===== src/rtl/cache_perf_monitor.sv =====
// Per-channel cache performance counters (accesses, misses, stall cycles) with
// atomic snapshot shadows and a registered read port. Optional PERF_MAX_STALL_EN
// adds a per-channel longest-stall-run register readable as rd_type 4.

module cache_perf_ch #(
  parameter int CNT_W = 32
) (
  input  logic             clk,
  input  logic             rst,
  input  logic             req,
  input  logic             stall,
  input  logic             clr,
  input  logic             snap,
  output logic [CNT_W-1:0] sh_acc,
  output logic [CNT_W-1:0] sh_miss,
  output logic [CNT_W-1:0] sh_stl,
  output logic [CNT_W-1:0] sh_max,
  output logic [2:0]       sh_ovf,
  output logic [2:0]       ovf
);
  localparam logic [CNT_W-1:0] MAXV = {CNT_W{1'b1}};

  logic             req_q, stall_q;
  logic [CNT_W-1:0] acc, miss, stl;
  logic             acc_ev, miss_ev;

  assign acc_ev  = req & ~req_q;
  assign miss_ev = stall & ~stall_q;

  // clr wins over the old value but not over a coincident event (loads 1).
  function automatic logic [CNT_W-1:0] nxt(input logic [CNT_W-1:0] c,
                                           input logic ev, input logic cl);
    if (cl)                 return ev ? CNT_W'(1) : '0;
    else if (ev && c != MAXV) return c + CNT_W'(1);
    else                    return c;
  endfunction

  always_ff @(posedge clk or posedge rst) begin
    if (rst) begin
      req_q   <= 1'b0;
      stall_q <= 1'b0;
      acc     <= '0;
      miss    <= '0;
      stl     <= '0;
      ovf     <= '0;
      sh_acc  <= '0;
      sh_miss <= '0;
      sh_stl  <= '0;
      sh_ovf  <= '0;
    end else begin
      req_q   <= req;
      stall_q <= stall;
      acc     <= nxt(acc,  acc_ev,  clr);
      miss    <= nxt(miss, miss_ev, clr);
      stl     <= nxt(stl,  stall,   clr);
      if (clr) ovf <= '0;
      else     ovf <= ovf | {stall & (stl == MAXV), miss_ev & (miss == MAXV),
                             acc_ev & (acc == MAXV)};
      if (snap) begin
        sh_acc  <= acc;
        sh_miss <= miss;
        sh_stl  <= stl;
        sh_ovf  <= ovf;
      end
    end
  end

`ifdef PERF_MAX_STALL_EN
  logic [CNT_W-1:0] run, run_n, mx;

  assign run_n = !stall ? '0 : (run == MAXV) ? run : run + CNT_W'(1);

  // Max tracks the ongoing run as well, so a snapshot mid-stall sees it.
  always_ff @(posedge clk or posedge rst) begin
    if (rst) begin
      run    <= '0;
      mx     <= '0;
      sh_max <= '0;
    end else begin
      run <= run_n;
      if (clr)             mx <= '0;
      else if (run_n > mx) mx <= run_n;
      if (snap) sh_max <= mx;
    end
  end
`else
  assign sh_max = '0;
`endif
endmodule

module cache_perf_monitor #(
  parameter int NUM_CH = 2,
  parameter int CNT_W  = 32,
  parameter int SEL_W  = 3
) (
  input  logic              clk,
  input  logic              rst,
  input  logic [NUM_CH-1:0] ch_read,
  input  logic [NUM_CH-1:0] ch_write,
  input  logic [NUM_CH-1:0] ch_stall,
  input  logic              clr,
  input  logic              snap,
  input  logic              rd_en,
  input  logic [SEL_W-1:0]  rd_ch,
  input  logic [2:0]        rd_type,
  output logic [CNT_W-1:0]  rd_data,
  output logic              rd_valid,
  output logic              any_ovf
);
  logic [NUM_CH-1:0][CNT_W-1:0] sh_acc, sh_miss, sh_stl, sh_max;
  logic [NUM_CH-1:0][2:0]       sh_ovf, ovf;
  logic [CNT_W-1:0]             rd_mux;

  for (genvar g = 0; g < NUM_CH; g++) begin : g_ch
    cache_perf_ch #(.CNT_W(CNT_W)) u_ch (
      .clk     (clk),
      .rst     (rst),
      .req     (ch_read[g] | ch_write[g]),
      .stall   (ch_stall[g]),
      .clr     (clr),
      .snap    (snap),
      .sh_acc  (sh_acc[g]),
      .sh_miss (sh_miss[g]),
      .sh_stl  (sh_stl[g]),
      .sh_max  (sh_max[g]),
      .sh_ovf  (sh_ovf[g]),
      .ovf     (ovf[g])
    );
  end

  assign any_ovf = |ovf;

  // Out-of-range channel or type falls through to zero.
  always_comb begin
    rd_mux = '0;
    for (int i = 0; i < NUM_CH; i++) begin
      if (rd_ch == SEL_W'(i)) begin
        case (rd_type)
          3'd0:    rd_mux = sh_acc[i];
          3'd1:    rd_mux = sh_miss[i];
          3'd2:    rd_mux = sh_stl[i];
          3'd3:    rd_mux = {{(CNT_W-3){1'b0}}, sh_ovf[i]};
          3'd4:    rd_mux = sh_max[i];
          default: rd_mux = '0;
        endcase
      end
    end
  end

  always_ff @(posedge clk or posedge rst) begin
    if (rst) begin
      rd_data  <= '0;
      rd_valid <= 1'b0;
    end else begin
      rd_valid <= rd_en;
      if (rd_en) rd_data <= rd_mux;
    end
  end
endmodule


===== config.mk =====
export PLATFORM = sky130hd
export DESIGN_NAME = cache_perf_monitor
export DESIGN_NICKNAME = d
export VERILOG_FILES = /design/src/rtl/cache_perf_monitor.sv
export SDC_FILE = /design/constraint.sdc
export NUM_CORES = 1
export LEC_CHECK = 0
export ABC_AREA = 1
export BUFFER_PORTS_ARGS = -buffer_cell sky130_fd_sc_hd__buf_2
export CAP_MARGIN = 15
export CORE_ASPECT_RATIO = 1.25
export CORE_MARGIN = 5
export CORE_UTILIZATION = 55
export CTS_BUF_LIST = sky130_fd_sc_hd__clkbuf_16
export CTS_CLUSTER_DIAMETER = 150
export CTS_CLUSTER_SIZE = 12
export DETAILED_ROUTE_END_ITERATION = 7
export PLACE_DENSITY_LB_ADDON = 0.05
export SLEW_MARGIN = 20
export SYNTH_ARGS = -nofsm -noshare
export SYNTH_HDL_FRONTEND = slang
export SYNTH_HIERARCHICAL = 1
export SYNTH_SLANG_ARGS = --single-unit

===== constraint.sdc =====
create_clock -name clk -period 6.5 [get_ports clk]
set_clock_uncertainty 0.2 [all_clocks]
set_input_delay 0.975 -clock clk [delete_from_list [all_inputs] [get_ports clk]]
set_output_delay 0.975 -clock clk [all_outputs]
set_load 0.05 [all_outputs]

After elaboration in Yosys (flattened, before gate mapping)
Cells that the tools add are included.
{ "word_totals": {"ff_bits": 433, "input_bits": 17, "out_inout_bits": 34, "word_cells": 101} }
{ "classes": {"add_sub_neg": 6, "n_eq_ne": 16, "n_mux": 24, "bitwise_logic": 18, "n_reduce_logical": 15} }
{ "op_table": {"columns": ["cell", "count"], "rows": [
  ["two-way mux 32 bit", 14],
  ["case mux 32 bit (4 select lines)", 2],
  ["adder 32 x 1 -> 32 bit (second input constant)", 6],
  ["== test 32 bit (second input constant)", 6],
  ["!= test 32 bit (second input constant)", 6],
  ["nonzero test 2 bit", 6],
  ["AND 1 bit", 10],
  ["== test 3 x 1 -> 1 bit (second input constant)", 2],
  ["== test 3 x 2 -> 1 bit (second input constant)", 2],
  ["logical AND 1 bit", 6],
  ["zero test 3 bit", 2],
  ["two-way mux 1 bit", 6],
  ["two-way mux 3 bit", 2],
  ["OR 3 bit", 2],
  ["OR reduction 6 bit", 1],
  ["inverter 1 bit", 4],
  ["OR 1 bit", 2]
]} }

Logic depth before layout (Yosys ltp)
{ "logic_depth": {"ltp_word": 5, "depth_mapped": 12, "depth_no_buf": 11} }

By module
Netlist, hierarchy kept.
{ "modules_own_cells": {"columns": ["module", "instances", "cells_per_inst", "area_per_inst_um2"], "rows": [
  ["cache_perf_ch", 2, 1356, 10686.5],
  ["cache_perf_monitor", 1, 667, 3672.3]
]} }

Worst setup path after synthesis
No wires, ideal clock.
{ "synth_timing": {"path_type": "in2reg", "start": "in clr", "end": "reg g_ch[0].u_ch.miss[0]", "setup_time_ps": 121, "arrival_ps": 1953, "required_time_ps": 6179, "slack_ps": 4226, "cell_stages": 7, "path_buffers": 3, "cell_sequence": "clkbuf_1 > inv_4 > buf_2 > clkbuf_1 > nor2_1 > a21oi_1 > nand2_1"} }
{ "synth_via": {"elab_chain_len": 1, "elab_cells_between_ends": 2, "cone_classes": "mux (1); reduce/logical (1)"} }
{ "synth_rtl": {"columns": ["element", "line_no", "source"], "rows": [
  ["from (decl)", "101", "input logic clr,"],
  ["two-way mux 32 bit or nonzero test 2 bit (tied branches)", null, null],
  ["to (signal assigned)", "54", "miss <= nxt(miss, miss_ev, clr);"],
  ["to (decl)", "24", "logic [CNT_W-1:0] acc, miss, stl;"]
]} }
Several ways; a longest one is shown, not always the timed one.
A chain may end at the register's enable or synchronous reset.

Worst setup path in the final report
{ "layout_timing": {"start": "reg g_ch[1].u_ch.ovf[0]", "end": "out any_ovf"} }
{ "layout_via": {"elab_chain_len": 1} }
{ "layout_rtl": {"columns": ["element", "line_no", "source"], "rows": [
  ["from (decl)", "19", "output logic [2:0] ovf"],
  ["from (signal assigned)", "57", "else ovf <= ovf | {stall & (stl == MAXV), miss_ev & (miss == MAXV),"],
  ["OR reduction 6 bit", "131", "assign any_ovf = |ovf;"],
  ["to (decl)", "108", "output logic any_ovf"]
]} }
Every way passes these cells.

==> flow_summary.json <==
{
  "critPathMaxStageDelay_ns": 0.52,
  "die_area_um2": 49930,
  "synth_area_leaders": "dfrtp_1 43%, nand2_1 15%, nand3_1 8.4%",
  "die_x_um": 200.9,
  "cp.buffers_inverters": 1,
  "fin_nets": 3363,
  "fmax_mhz": 324.1,
  "hpwl_um": 55250,
  "grt_use_met2_pct": 45.84,
  "fin_setup_tns_ns": 0,
  "synth_area_leader_cell": "dfrtp_1",
  "insertion_delay_ns": 0.58,
  "grt-busiest-layer": "met2",
  "post_synth.cell_area_avg_um2": 7.412,
  "path_depth": 3,
  "powerDensity_nw_per_um2": 208.4,
  "pre_cts_ws_ns": 3.183,
  "whs_ns": 0.2264,
  "wl_per_cell_um": 19.41,
  "grt_overflow": 0,
  "grtUsageMet3_pct": 5.421,
  "rsz0062_at_grt": "no",
  "place.gp.congestion": 0.9191,
  "tritoncts.num_buffers": 42,
  "yosys.area.top_type_share_pct": 43.26,
  "netlist_area_um2": 25050,
  "drtIter0Drc": 1814,
  "cts_root_buffer": "clkbuf_16",
  "path_delay_family": "simple AND/OR/NAND/NOR gates",
  "syn_inst": 3379,
  "crit_fanout": 2,
  "worst_pin_slew_ns": 1.077,
  "hold_viol": 0,
  "setup_viol": 0,
  "synthDistinctLibCells": 42,
  "synthFlopType": "dfrtp_1",
  "worstReg2RegEnd": "g_ch[1].u_ch/stl[23]",
  "post_cts.repair.setup_buffers": 0,
  "drv_slew": 0,
  "crit_type": "flip-flop to output port",
  "vias": 21956,
  "crit_path_start_kind": "flip-flop",
  "synth_seq_cells": 433,
  "rrSetupSlack_ns": 4.02,
  "yosysWarnings": 6,
  "fp.dieH_um": 248.6,
  "rows": 87,
  "cp.arrival_ns": 1.91,
  "hp-class": "input port to async pin",
  "ant_nets": 0,
  "cts_resized": 0,
  "use_met1_pct": 43.27,
  "ff2ff_path_depth": 10,
  "vias_per_cell": 5.600,
  "core-area_um2": 45070,
  "required_ns": 5.32,
  "synth-edff-count": 0,
  "ctsHtreeMaxLevel": 2,
  "async_flop_share_pct": 100.0,
  "antenna_found_initial": 3,
  "drive_above_1_share_pct": 9.126,
  "grt_pass1_wl_um": 120600,
  "track_usage_pct": 30.26,
  "ys_seq_area_share_pct": 43.26,
  "yosys-top-cells-count": "1007 x nand2_1, 433 x dfrtp_1, 422 x nand3_1",
  "final.period_utilization_pct": 47.47,
  "drc": 0,
  "numClockSinks": 433,
  "status": "finished, final reports clean",
  "endpoint_kind": "output port",
  "slew_headroom_pct": 28.10,
  "wl_um": 76090,
  "worstPathCellList": "nor4_1 > nand2_1 > buf_2",
  "grt_pass1_vias": 21055,
  "p_total_mw": 5.479,
  "path_clk_slew_ns": 0.07,
  "cts_tree": "done",
  "layout-area-overhead-vs-synth_pct": 4.981,
  "yosysMostFrequentCell": "nand2_1",
  "critPathLaunch": "g_ch[1].u_ch/ovf[0]",
  "io_pins": 51,
  "post-place-cells": 3873,
  "fin_cells": 3921,
  "grt_max_degree": 194,
  "p_leak_nw": 12.68,
  "port_buffers": 50,
  "clk_path_buf_depth": 3,
  "fin_ws_ns": 3.415,
  "regToRegStartpoint": "g_ch[1].u_ch/stl[1]",
  "ir_worst_vdd_mv": 0.2253,
  "max-cap-violations": 0,
  "first_pass_iters": 8,
  "cts_hold_buf": 0,
  "fin_crit_ns": 3.085,
  "floorplan.initialDensity_pct": 55.57,
  "crit_path_top_delay_cell": "nor4_1"
}
-- cell usage in the layout (no fill, tap or decap), types with 2 or more instances in the layout --
master	instances
a21boi_0	2
a21oi_1	151
and2_1	2
buf_12	3
buf_2	49
buf_4	14
clkbuf_16	43
clkinvlp_4	2
conb_1	64
dfrtp_1	433
ha_1	6
inv_1	233
inv_2	8
inv_4	4
inv_6	3
mux2_2	72
nand2_1	1007
nand2_2	34
nand2_4	12
nand2_8	4
nand3_1	422
nand3_2	4
nand3b_1	20
nand4_1	59
nor2_1	418
nor2_2	21
nor2_4	16
nor2_8	2
nor3_1	10
nor3_2	2
nor3b_1	4
o21ai_0	68
o21ai_1	54
o21ai_2	6
o21bai_1	5
or2_2	2
xnor2_1	22
xor2_1	56
-- through the flow --
stage / util, % / instance area, um2
floorplan: - / 25290
global placement: 55.83 / 25160
detailed placement: 55.84 / 25160
CTS: 58.28 / 26260
global route: 58.34 / 26290
finish: 58.34 / 26290
-- kinds of logic after synthesis --
| kind of cell | Yosys count | share of synthesized area (%) |
|---|---|---|
| XOR/XNOR | 78 | 2.728 |
| multiplexers | 72 | 3.237 |
| flip-flops | 433 | 43.26 |
| AND/OR/NAND/NOR | 2040 | 35.60 |
| AO/OA/AOI/OAI | 287 | 5.895 |
| other | 2 | 0.02999 |
| buffers and inverters | 461 | 8.947 |
| adder cells (fa/ha/maj) | 6 | 0.2997 |
-- layer usage --
layer / wire (um) / vias to the layer above / share of wire, %
met5: 14 / - / 0.018
met4: 3230 / 2 / 4.2
met3: 5475 / 151 / 7.2
met2: 33960 / 723 / 45
met1: 33410 / 10466 / 44
li1: - / 10614 / -
-- power breakdown --
part / switching [mW] / total, mW / internal, mW
registers: 0.0801 / 2.85 / 2.77
logic: 0.331 / 0.431 / 0.0997
clock network: 1.03 / 2.19 / 1.17
total: 1.44 / 5.48 / 4.04
-- worst max path at each step --
stage	to
after global placement	g_ch[0].u_ch/acc[26]
after floorplan	g_ch[0].u_ch/acc[0]
final	any_ovf
after detailed placement	g_ch[0].u_ch/acc[26]
after global routing	any_ovf
after CTS	any_ovf
-- sequential cells by signal (all words and copies together) (netlist names) --
name,count
g_ch.u_ch/sh_stl,64
g_ch.u_ch/sh_acc,64
g_ch.u_ch/ovf,6
g_ch.u_ch/acc,64
g_ch.u_ch/miss,64
g_ch.u_ch/stl,64
g_ch.u_ch/stall_q,2
rd_valid,1
g_ch.u_ch/sh_ovf,6
g_ch.u_ch/req_q,2
rd_data,32
g_ch.u_ch/sh_miss,64
-- worst register-to-register path, cell delays in order (launching register included) --
cell     delay, ns
dfrtp_1       0.45
ha_1          0.22
nand2_2       0.08
nor2_2        0.14
nand2_2       0.14
nor2_4        0.25
nand2_4       0.12
nand3_1       0.40
inv_1         0.20
nand2_1       0.12
nand2_1       0.06
-- final cells by class --
cell class	count	area (um2)
inverters	248	958.4
flip-flops and latches	433	10840
repair buffers	68	452.9
multi-input cells	2547	12220
fillers	4337	18770
clock buffers	43	1076
diodes	1	2.502
well taps	578	723.2
clock inverters	3	23.77
Note: power is estimated with default switching activity, not from simulation.
